[config.mk]
export PLATFORM = sky130hd
export DESIGN_NAME = neuron_sequencer
export DESIGN_NICKNAME = d
export VERILOG_FILES = /design/src/rtl/neuron_sequencer.sv
export SDC_FILE = /design/constraint.sdc
export NUM_CORES = 1
export LEC_CHECK = 0
export ABC_AREA = 1
export CAP_MARGIN = 10
export CORE_AREA = 2 2 65 61
export CTS_BUF_LIST = sky130_fd_sc_hd__clkbuf_8
export DETAILED_ROUTE_END_ITERATION = 8
export DIE_AREA = 0 0 67 63
export GPL_ROUTABILITY_DRIVEN = 0
export PLACE_DENSITY = 0.8
export SLEW_MARGIN = 20
export SYNTH_ARGS = -nofsm -noshare
export SYNTH_HDL_FRONTEND = slang
export SYNTH_SLANG_ARGS = --single-unit
[constraint.sdc]
create_clock -name clk -period 3.6 [get_ports clk]
set_input_delay 1.08 -clock clk [delete_from_list [all_inputs] [get_ports clk]]
set_output_delay 1.08 -clock clk [all_outputs]
set_load 0.01 [all_outputs]
[src/rtl/neuron_sequencer.sv]
// Sequencer for one sigmoid-ALU neuron evaluation: clears the accumulator, streams
// weight/input groups from SRAM, aligns accumulate to the ALU pipeline and captures the result.
module neuron_sequencer #(
    parameter int unsigned N_INPUTS = 64,
    parameter int unsigned ADDR_W   = 8
) (
    input  logic              clk,
    input  logic              n_rst,
    input  logic              start,
    input  logic [ADDR_W-1:0] base_addr,
    input  logic [3:0]        bias_in,
    output logic              mem_re,
    output logic [ADDR_W-1:0] mem_addr,
    output logic              alu_clear,
    output logic              alu_accumulate,
    output logic [3:0]        alu_bias,
    input  logic [4:0]        alu_out,
    output logic              busy,
    output logic              done,
    output logic [4:0]        result
);

    localparam int unsigned G  = N_INPUTS / 4;
    localparam int unsigned CW = (G > 1) ? $clog2(G) : 1;
    localparam logic [CW-1:0] LastGrp = CW'(G - 1);

    typedef enum logic [2:0] {StIdle, StClear, StFetch, StDrain, StDone} state_t;

    state_t            state;
    logic [CW-1:0]     cnt;
    logic [1:0]        drain_cnt;
    logic [ADDR_W-1:0] base_q;
    logic              p0, p1;

    // Read at t, lane data at t+1, product register loads end of t+1, accumulate at t+2.
    assign alu_accumulate = p1;

    always_ff @(posedge clk or negedge n_rst) begin
        if (!n_rst) begin
            state     <= StIdle;
            cnt       <= '0;
            drain_cnt <= '0;
            base_q    <= '0;
            p0        <= 1'b0;
            p1        <= 1'b0;
            mem_re    <= 1'b0;
            mem_addr  <= '0;
            alu_clear <= 1'b0;
            alu_bias  <= '0;
            busy      <= 1'b0;
            done      <= 1'b0;
            result    <= '0;
        end else begin
            p0 <= mem_re;
            p1 <= p0;
            unique case (state)
                StIdle: begin
                    if (start) begin
                        base_q    <= base_addr;
                        alu_bias  <= bias_in;
                        cnt       <= '0;
                        alu_clear <= 1'b1;
                        busy      <= 1'b1;
                        state     <= StClear;
                    end
                end
                StClear: begin
                    alu_clear <= 1'b0;
                    mem_re    <= 1'b1;
                    mem_addr  <= base_q;
                    state     <= StFetch;
                end
                StFetch: begin
                    if (cnt == LastGrp) begin
                        mem_re    <= 1'b0;
                        mem_addr  <= '0;
                        drain_cnt <= '0;
                        state     <= StDrain;
                    end else begin
                        cnt      <= cnt + CW'(1);
                        mem_addr <= mem_addr + ADDR_W'(1);
                    end
                end
                StDrain: begin
                    drain_cnt <= drain_cnt + 2'd1;
                    if (drain_cnt == 2'd2) begin
                        result <= alu_out;
                        done   <= 1'b1;
                        state  <= StDone;
                    end
                end
                StDone: begin
                    done  <= 1'b0;
                    busy  <= 1'b0;
                    state <= StIdle;
                end
                default: state <= StIdle;
            endcase
        end
    end

endmodule

==> results of run 1 <==
## stage by stage
stage / total power (uW) / utilization (%)
floorplan: 1490 / -
global placement: 1830 / 65.2
detailed placement: 1870 / 65.2
CTS: 2280 / 68.7
global route: 2450 / 68.7
finish: 2270 / 68.7
## synth_stat cells (all sizes together), types with 2 or more instances
cell / instances
xor2: 2
nand2: 56
ha: 3
dfrtp: 40
nand3: 18
nor3: 3
a21oi: 4
o21ai: 15
mux2: 12
nor2: 13
inv: 17
## power groups by stage
| stage | Combinational [uW] | Sequential [uW] | Clock [uW] |
|---|---|---|---|
| after floorplan | 641 | 851 | 0 |
| after global placement | 1010 | 826 | 0 |
| after detailed placement | 1040 | 829 | 0 |
| after CTS | 1050 | 826 | 409 |
| after global routing | 1160 | 857 | 433 |
| final | 1040 | 828 | 400 |
## registers in the layout, summed over array words and instances (netlist names)
register	flops
cnt	4
mem_re	1
alu_accumulate	1
alu_bias	4
busy	1
p0	1
done	1
base_q	8
state	3
result	5
mem_addr	8
alu_clear	1
drain_cnt	2
## cell type report
cell class                 instances  share of cell area, %
clock buffer                       7                   3.92
sequential                        40                   40.8
multi-input combinational        132                   32.6
tap                               46                   2.34
clock inverter                     1                   1.22
timing repair buffer              41                   16.5
inverter                          17                   2.70
## path summary, 6_finish.rpt
check | start | end | slack (ns) | cells past startpoint
hold / removal | p0 | alu_accumulate | 0.35 | 0
max in group asynchronous | n_rst | base_q[2] | 2.17 | 1
setup reg to reg | state[0] | mem_addr[5] | 2.04 | 7
hold reg to reg | p0 | alu_accumulate | 0.35 | 0
min in group asynchronous | n_rst | mem_addr[4] | 0.89 | 1
setup / recovery | mem_addr[2] | mem_addr[2] | 1.14 | 1
## routing by layer
layer  wire length, um  vias to the layer above  GRT usage [%]
li1                  -                      716              -
met2              1790                       35           30.9
met4                63                        0           7.65
met5                 0                        -              0
met3               216                        7           7.21
met1              1600                      669           28.3
## cells by family after synthesis
group / Yosys count / share of synthesized area [%]
muxes: 12 / 7.94
xor gates and xnor gates: 3 / 1.39
adders and majority gates: 3 / 1.98
and+or+nand+nor: 91 / 24.2
buffers and inverters: 19 / 4.83
DFF: 40 / 52.9
AOI/OAI and AO/OA: 23 / 6.75
==> impl_metrics.py, run 1 <==
metrics = {
    "detailed_routing": {
        "num_vias": 1427,
        "finalWirelength_mm": 3.67,
        "wl_per_cell_um": 12.9,
        "initialDrtViolationCount": 110,
        "drtPass1Iterations": 4,
        "ant_nets": 0,
        "drc_errors": 0,
        "avgViaCountPerCell": 5.02,
    },
    "final_layout": {
        "design_area_um2": 2460,
        "antenna_cells": 0,
        "area_growth_pct": 29.8,
        "final_common_cell": "nand2_1",
        "layout_common_cells": "53 x nand2_1, 40 x dfrtp_1, 40 x clkdlybuf4s50_1, 16 x nand3_1, 14 x inv_1",
        "seqCellArea_um2": 1000,
        "final_cells": 284,
        "drive_gt1_share_pct": 14.3,
        "fill_cells": 283,
        "multi_input_area_um2": 800,
        "nets": 260,
    },
    "logic_synthesis": {
        "yosys.area.top_type": "dfrtp_1",
        "synth-edff-count": 0,
        "yosys_warnings": 0,
        "syn_nets": 214,
        "syn_inst": 191,
        "synth_area_leaders": "dfrtp_1 53%, nand2_1 11%, mux2_2 4.8%",
        "synth_seq_cells": 40,
        "async_flop_share_pct": 100,
        "synth_area_um2": 1890,
        "ys_seq_area_share_pct": 52.9,
        "synth_top_area_share_pct": 52.9,
        "ys_types": 31,
        "ys.flop_type": "dfrtp_1",
        "avgSynthCellArea_um2": 9.90,
    },
    "sta": {
        "period_share_pct": 68.4,
        "timing.setup.tns_ns": 0,
        "period_needed_ns": 2.46,
        "whs_ns": 0.352,
        "max-slew-margin-rel_pct": 42.2,
        "fin_ws_ns": 1.14,
        "worst_pin_slew_ns": 0.866,
        "final-hold-violation-count": 0,
        "slew_viol_final": 0,
        "rsz0062_at_grt": "no",
        "skew_ns": 0.00373,
        "setup_viol": 0,
        "max_freq_ghz": 0.406,
    },
    "critical_path": {
        "start_kind": "flop",
        "endpoint_kind": "output port",
        "cp_slowest_cell": "clkdlybuf4s50_1",
        "cpLargestDelayFamily": "buffers and inverters",
        "cp_slowest_stage_delay_ns": 0.61,
        "path_class": "reg -> out",
        "cp_data_arrival_time_ns": 1.38,
        "cp_max_fo": 7,
        "cp_cell_sequence": "clkdlybuf4s50_1",
        "cp.required_ns": 2.52,
        "worst-path-buf-inv": 1,
    },
    "power": {
        "p_sw_share_pct": 38.3,
        "p_comb_share_pct": 45.8,
        "internal_power_uw": 1400,
        "p_sw_uw": 869,
        "power_frac_seq_pct": 36.5,
        "p_leak_uw": 0.00114,
        "power_frac_clock_pct": 17.6,
        "power_density_nw_per_um2": 923,
        "ir_worst_vdd_uv": 496,
    },
    "global_routing": {
        "grtUsageTotal_pct": 20.9,
        "antenna_found_initial": 0,
        "grt_max_degree": 41,
        "overflow": 0,
        "grt_pass1_vias": 1391,
        "grt_first_pass_wirelength_mm": 6.58,
    },
    "placement": {
        "post-place-cells": 276,
        "dpl.hpwl_mm": 2.59,
        "dp_slack_ns": 1.16,
        "portBuffers": 41,
        "placed_area_um2": 2330,
    },
    "floorplan": {
        "initial_core_util_pct": 52.9,
        "dieArea_um2": 4220,
        "io_pins": 42,
        "core_area_um2": 3570,
        "die_w_um": 67,
        "rows": 21,
        "die_h_um": 63,
    },
    "clocking": {
        "cts_setup_buffers": 0,
        "cts_tree": "built",
        "clockRootBuffer": "clkbuf_8",
        "ctsResizeCount": 0,
        "cts_buffers": 5,
        "htree_levels": 2,
        "clock_latency_ns": 0.30,
        "cts.sinks": 40,
        "clk_path_buf_depth": 2,
        "postCtsHoldBufs": 0,
        "cts.clk_slew.worst_paths_ns": 0.08,
    },
    "hold_path": {
        "hold_class": "reg -> reg",
    },
    "status": {
        "status": "completed",
    },
    "run": {
        "max_cap_viol_count": 0,
    },
}
Note: power is estimated with default switching activity, not from simulation.
==> run 2: changes to the inputs <==
- CORE_AREA: 2 2 65 61 -> 2 2 67 63
- DIE_AREA: 0 0 67 63 -> 0 0 69 65
- PLACE_DENSITY: 0.8 -> 0.75
- clock period: 3.6 -> 2.3 ns (I/O delays scaled with it)
==> run 2 against run 1 <==
Utilization is 5.2 points lower. Global-route usage decreased by 3.2 points. First-iteration DRC count up 19%. Clock power grew 37%. Via count is 0.77% lower. Highest routed layer unchanged. Sequential share of layout area rose by 0.15 points. Setup slack lost 0.87 ns. Largest cell class unchanged. Worst hold slack improved by 0.0053 ns. Final cell count grew 1.1%. Largest power group unchanged. Sequential cell count unchanged. Critical path type unchanged. Non-clock buffer count rose by 1. Total power rose by 52%.
==> impl_metrics.py, run 2 (synthesized netlist as in run 1, its figures left out) <==
metrics = {
    "status": {
        "status": "completed",
    },
    "detailed_routing": {
        "avgViaCountPerCell": 4.93,
        "drtPass1Iterations": 4,
        "initialDrtViolationCount": 131,
        "drc_errors": 0,
        "num_vias": 1416,
        "finalWirelength_mm": 3.43,
        "ant_nets": 0,
        "wl_per_cell_um": 11.9,
    },
    "critical_path": {
        "cpLargestDelayFamily": "buffers and inverters",
        "cp.required_ns": 1.61,
        "start_kind": "flop",
        "cp_cell_sequence": "clkdlybuf4s50_1",
        "r2r_start": "state[0]",
        "critPathLaunch": "mem_addr[2]",
        "cp_slowest_cell": "clkdlybuf4s50_1",
        "endpoint_kind": "output port",
        "worst-path-buf-inv": 1,
        "cp_slowest_stage_delay_ns": 0.58,
        "path_class": "reg -> out",
        "cp_data_arrival_time_ns": 1.35,
        "cp_max_fo": 7,
    },
    "final_layout": {
        "drive_gt1_share_pct": 14.2,
        "multi_input_area_um2": 800,
        "nets": 261,
        "fill_cells": 332,
        "final_common_cell": "nand2_1",
        "final_cells": 287,
        "layout_common_cells": "53 x nand2_1, 40 x dfrtp_1, 40 x clkdlybuf4s50_1, 16 x nand3_1, 15 x inv_1",
        "antenna_cells": 0,
        "seqCellArea_um2": 1000,
        "area_growth_pct": 29.4,
        "largestRegisters": "base_q: 8 flops, mem_addr: 8 flops, result: 5 flops",
    },
    "sta": {
        "worst_pin_slew_ns": 0.485,
        "fin_ws_ns": 0.262,
        "max-slew-margin-rel_pct": 67.6,
        "setup_viol": 0,
        "rsz0062_at_grt": "no",
        "final-hold-violation-count": 0,
        "period_share_pct": 88.6,
        "timing.setup.tns_ns": 0,
        "period_needed_ns": 2.04,
        "max_freq_ghz": 0.491,
        "skew_ns": 0.00674,
        "slew_viol_final": 0,
    },
    "placement": {
        "dpl.hpwl_mm": 2.48,
        "post-place-cells": 279,
        "portBuffers": 41,
        "dp_slack_ns": 0.289,
    },
    "global_routing": {
        "grt_max_degree": 41,
        "antenna_found_initial": 0,
        "grt_pass1_vias": 1464,
        "grtUsageTotal_pct": 17.7,
        "grt_first_pass_wirelength_mm": 6.33,
        "overflow": 0,
    },
    "power": {
        "power_frac_clock_pct": 15.9,
        "p_sw_share_pct": 38.3,
        "internal_power_uw": 2130,
        "ir_worst_vdd_uv": 789,
        "power_density_nw_per_um2": 1410,
        "p_comb_share_pct": 46.8,
        "p_sw_uw": 1320,
        "p_leak_uw": 0.00114,
        "power_frac_seq_pct": 37.4,
    },
    "run": {
        "max_cap_viol_count": 0,
    },
    "clocking": {
        "cts.clk_slew.worst_paths_ns": 0.08,
        "clk_path_buf_depth": 2,
        "postCtsHoldBufs": 0,
        "clockRootBuffer": "clkbuf_8",
        "cts_buffers": 5,
        "cts_tree": "built",
        "cts_setup_buffers": 0,
        "cts.sinks": 40,
        "ctsResizeCount": 0,
        "htree_levels": 2,
        "clock_latency_ns": 0.28,
    },
    "floorplan": {
        "rows": 22,
        "core_area_um2": 3850,
        "initial_core_util_pct": 49.1,
        "die_h_um": 65,
        "dieArea_um2": 4490,
        "die_w_um": 69,
        "io_pins": 42,
    },
    "hold_path": {
        "hold_path_startpoint": "p0",
        "hold_class": "reg -> reg",
    },
}
-- run 2: cell types whose count changed in the layout (fill, tap and decap cells not counted), sizes merged --
cell    delta
buf        +1
inv        +1
clkinv     +1
clkbuf     -2
-- run 2: metrics by stage --
stage / util (%) / hold WS (ns) / instance area, um2 / total power, uW
2_1_floorplan: - / 0.331 / 1890 / 2330
3_3_place_gp: 60.7 / 0.333 / 2340 / 2880
3_5_place_dp: 60.7 / 0.343 / 2340 / 2930
4_1_cts: 63.5 / 0.361 / 2450 / 3490
5_1_grt: 63.5 / 0.374 / 2450 / 3760
6_report: 63.5 / 0.358 / 2450 / 3450
-- run 2: area by class of cell --
type	instances	share of cell area [%]
Multi-Input combinational cell	132	32.7
Tap cell	48	2.45
Timing Repair Buffer	42	16.9
Inverter	17	2.71
Clock buffer	5	2.81
Clock inverter	3	1.58
Sequential cell	40	40.9
-- run 2: path summary, 6_finish.rpt --
path	endpoint	slack, ns	depth (start not counted)
max	mem_addr[2]	0.26	1
min	alu_accumulate	0.36	0
max reg2reg	mem_addr[3]	0.72	7
min reg2reg	alu_accumulate	0.36	0
max in group asynchronous	base_q[7]	1.51	2
min in group asynchronous	result[4]	0.45	2
-- run 2: power by group through the flow --
stage / clock, uW / sequential, uW / combinational [uW]
4_1_cts: 562 / 1290 / 1640
6_report: 547 / 1290 / 1610
3_5_place_dp: 0 / 1300 / 1630
3_3_place_gp: 0 / 1290 / 1600
5_1_grt: 597 / 1340 / 1820
2_1_floorplan: 0 / 1330 / 1000
-- run 2: routing by layer --
layer / vias to the layer above / global-route usage, % / wire [um]
li1: 725 / - / -
met1: 640 / 22.8 / 1560
met4: 0 / 8.33 / 64
met2: 45 / 29.2 / 1610
met5: - / 0 / 0
met3: 6 / 3.11 / 182
==> run 3: changes to the inputs <==
- GPL_TIMING_DRIVEN: default -> 1
==> results of run 3 <==
The final DEF is identical to that of run 2; final timing and power are the same.
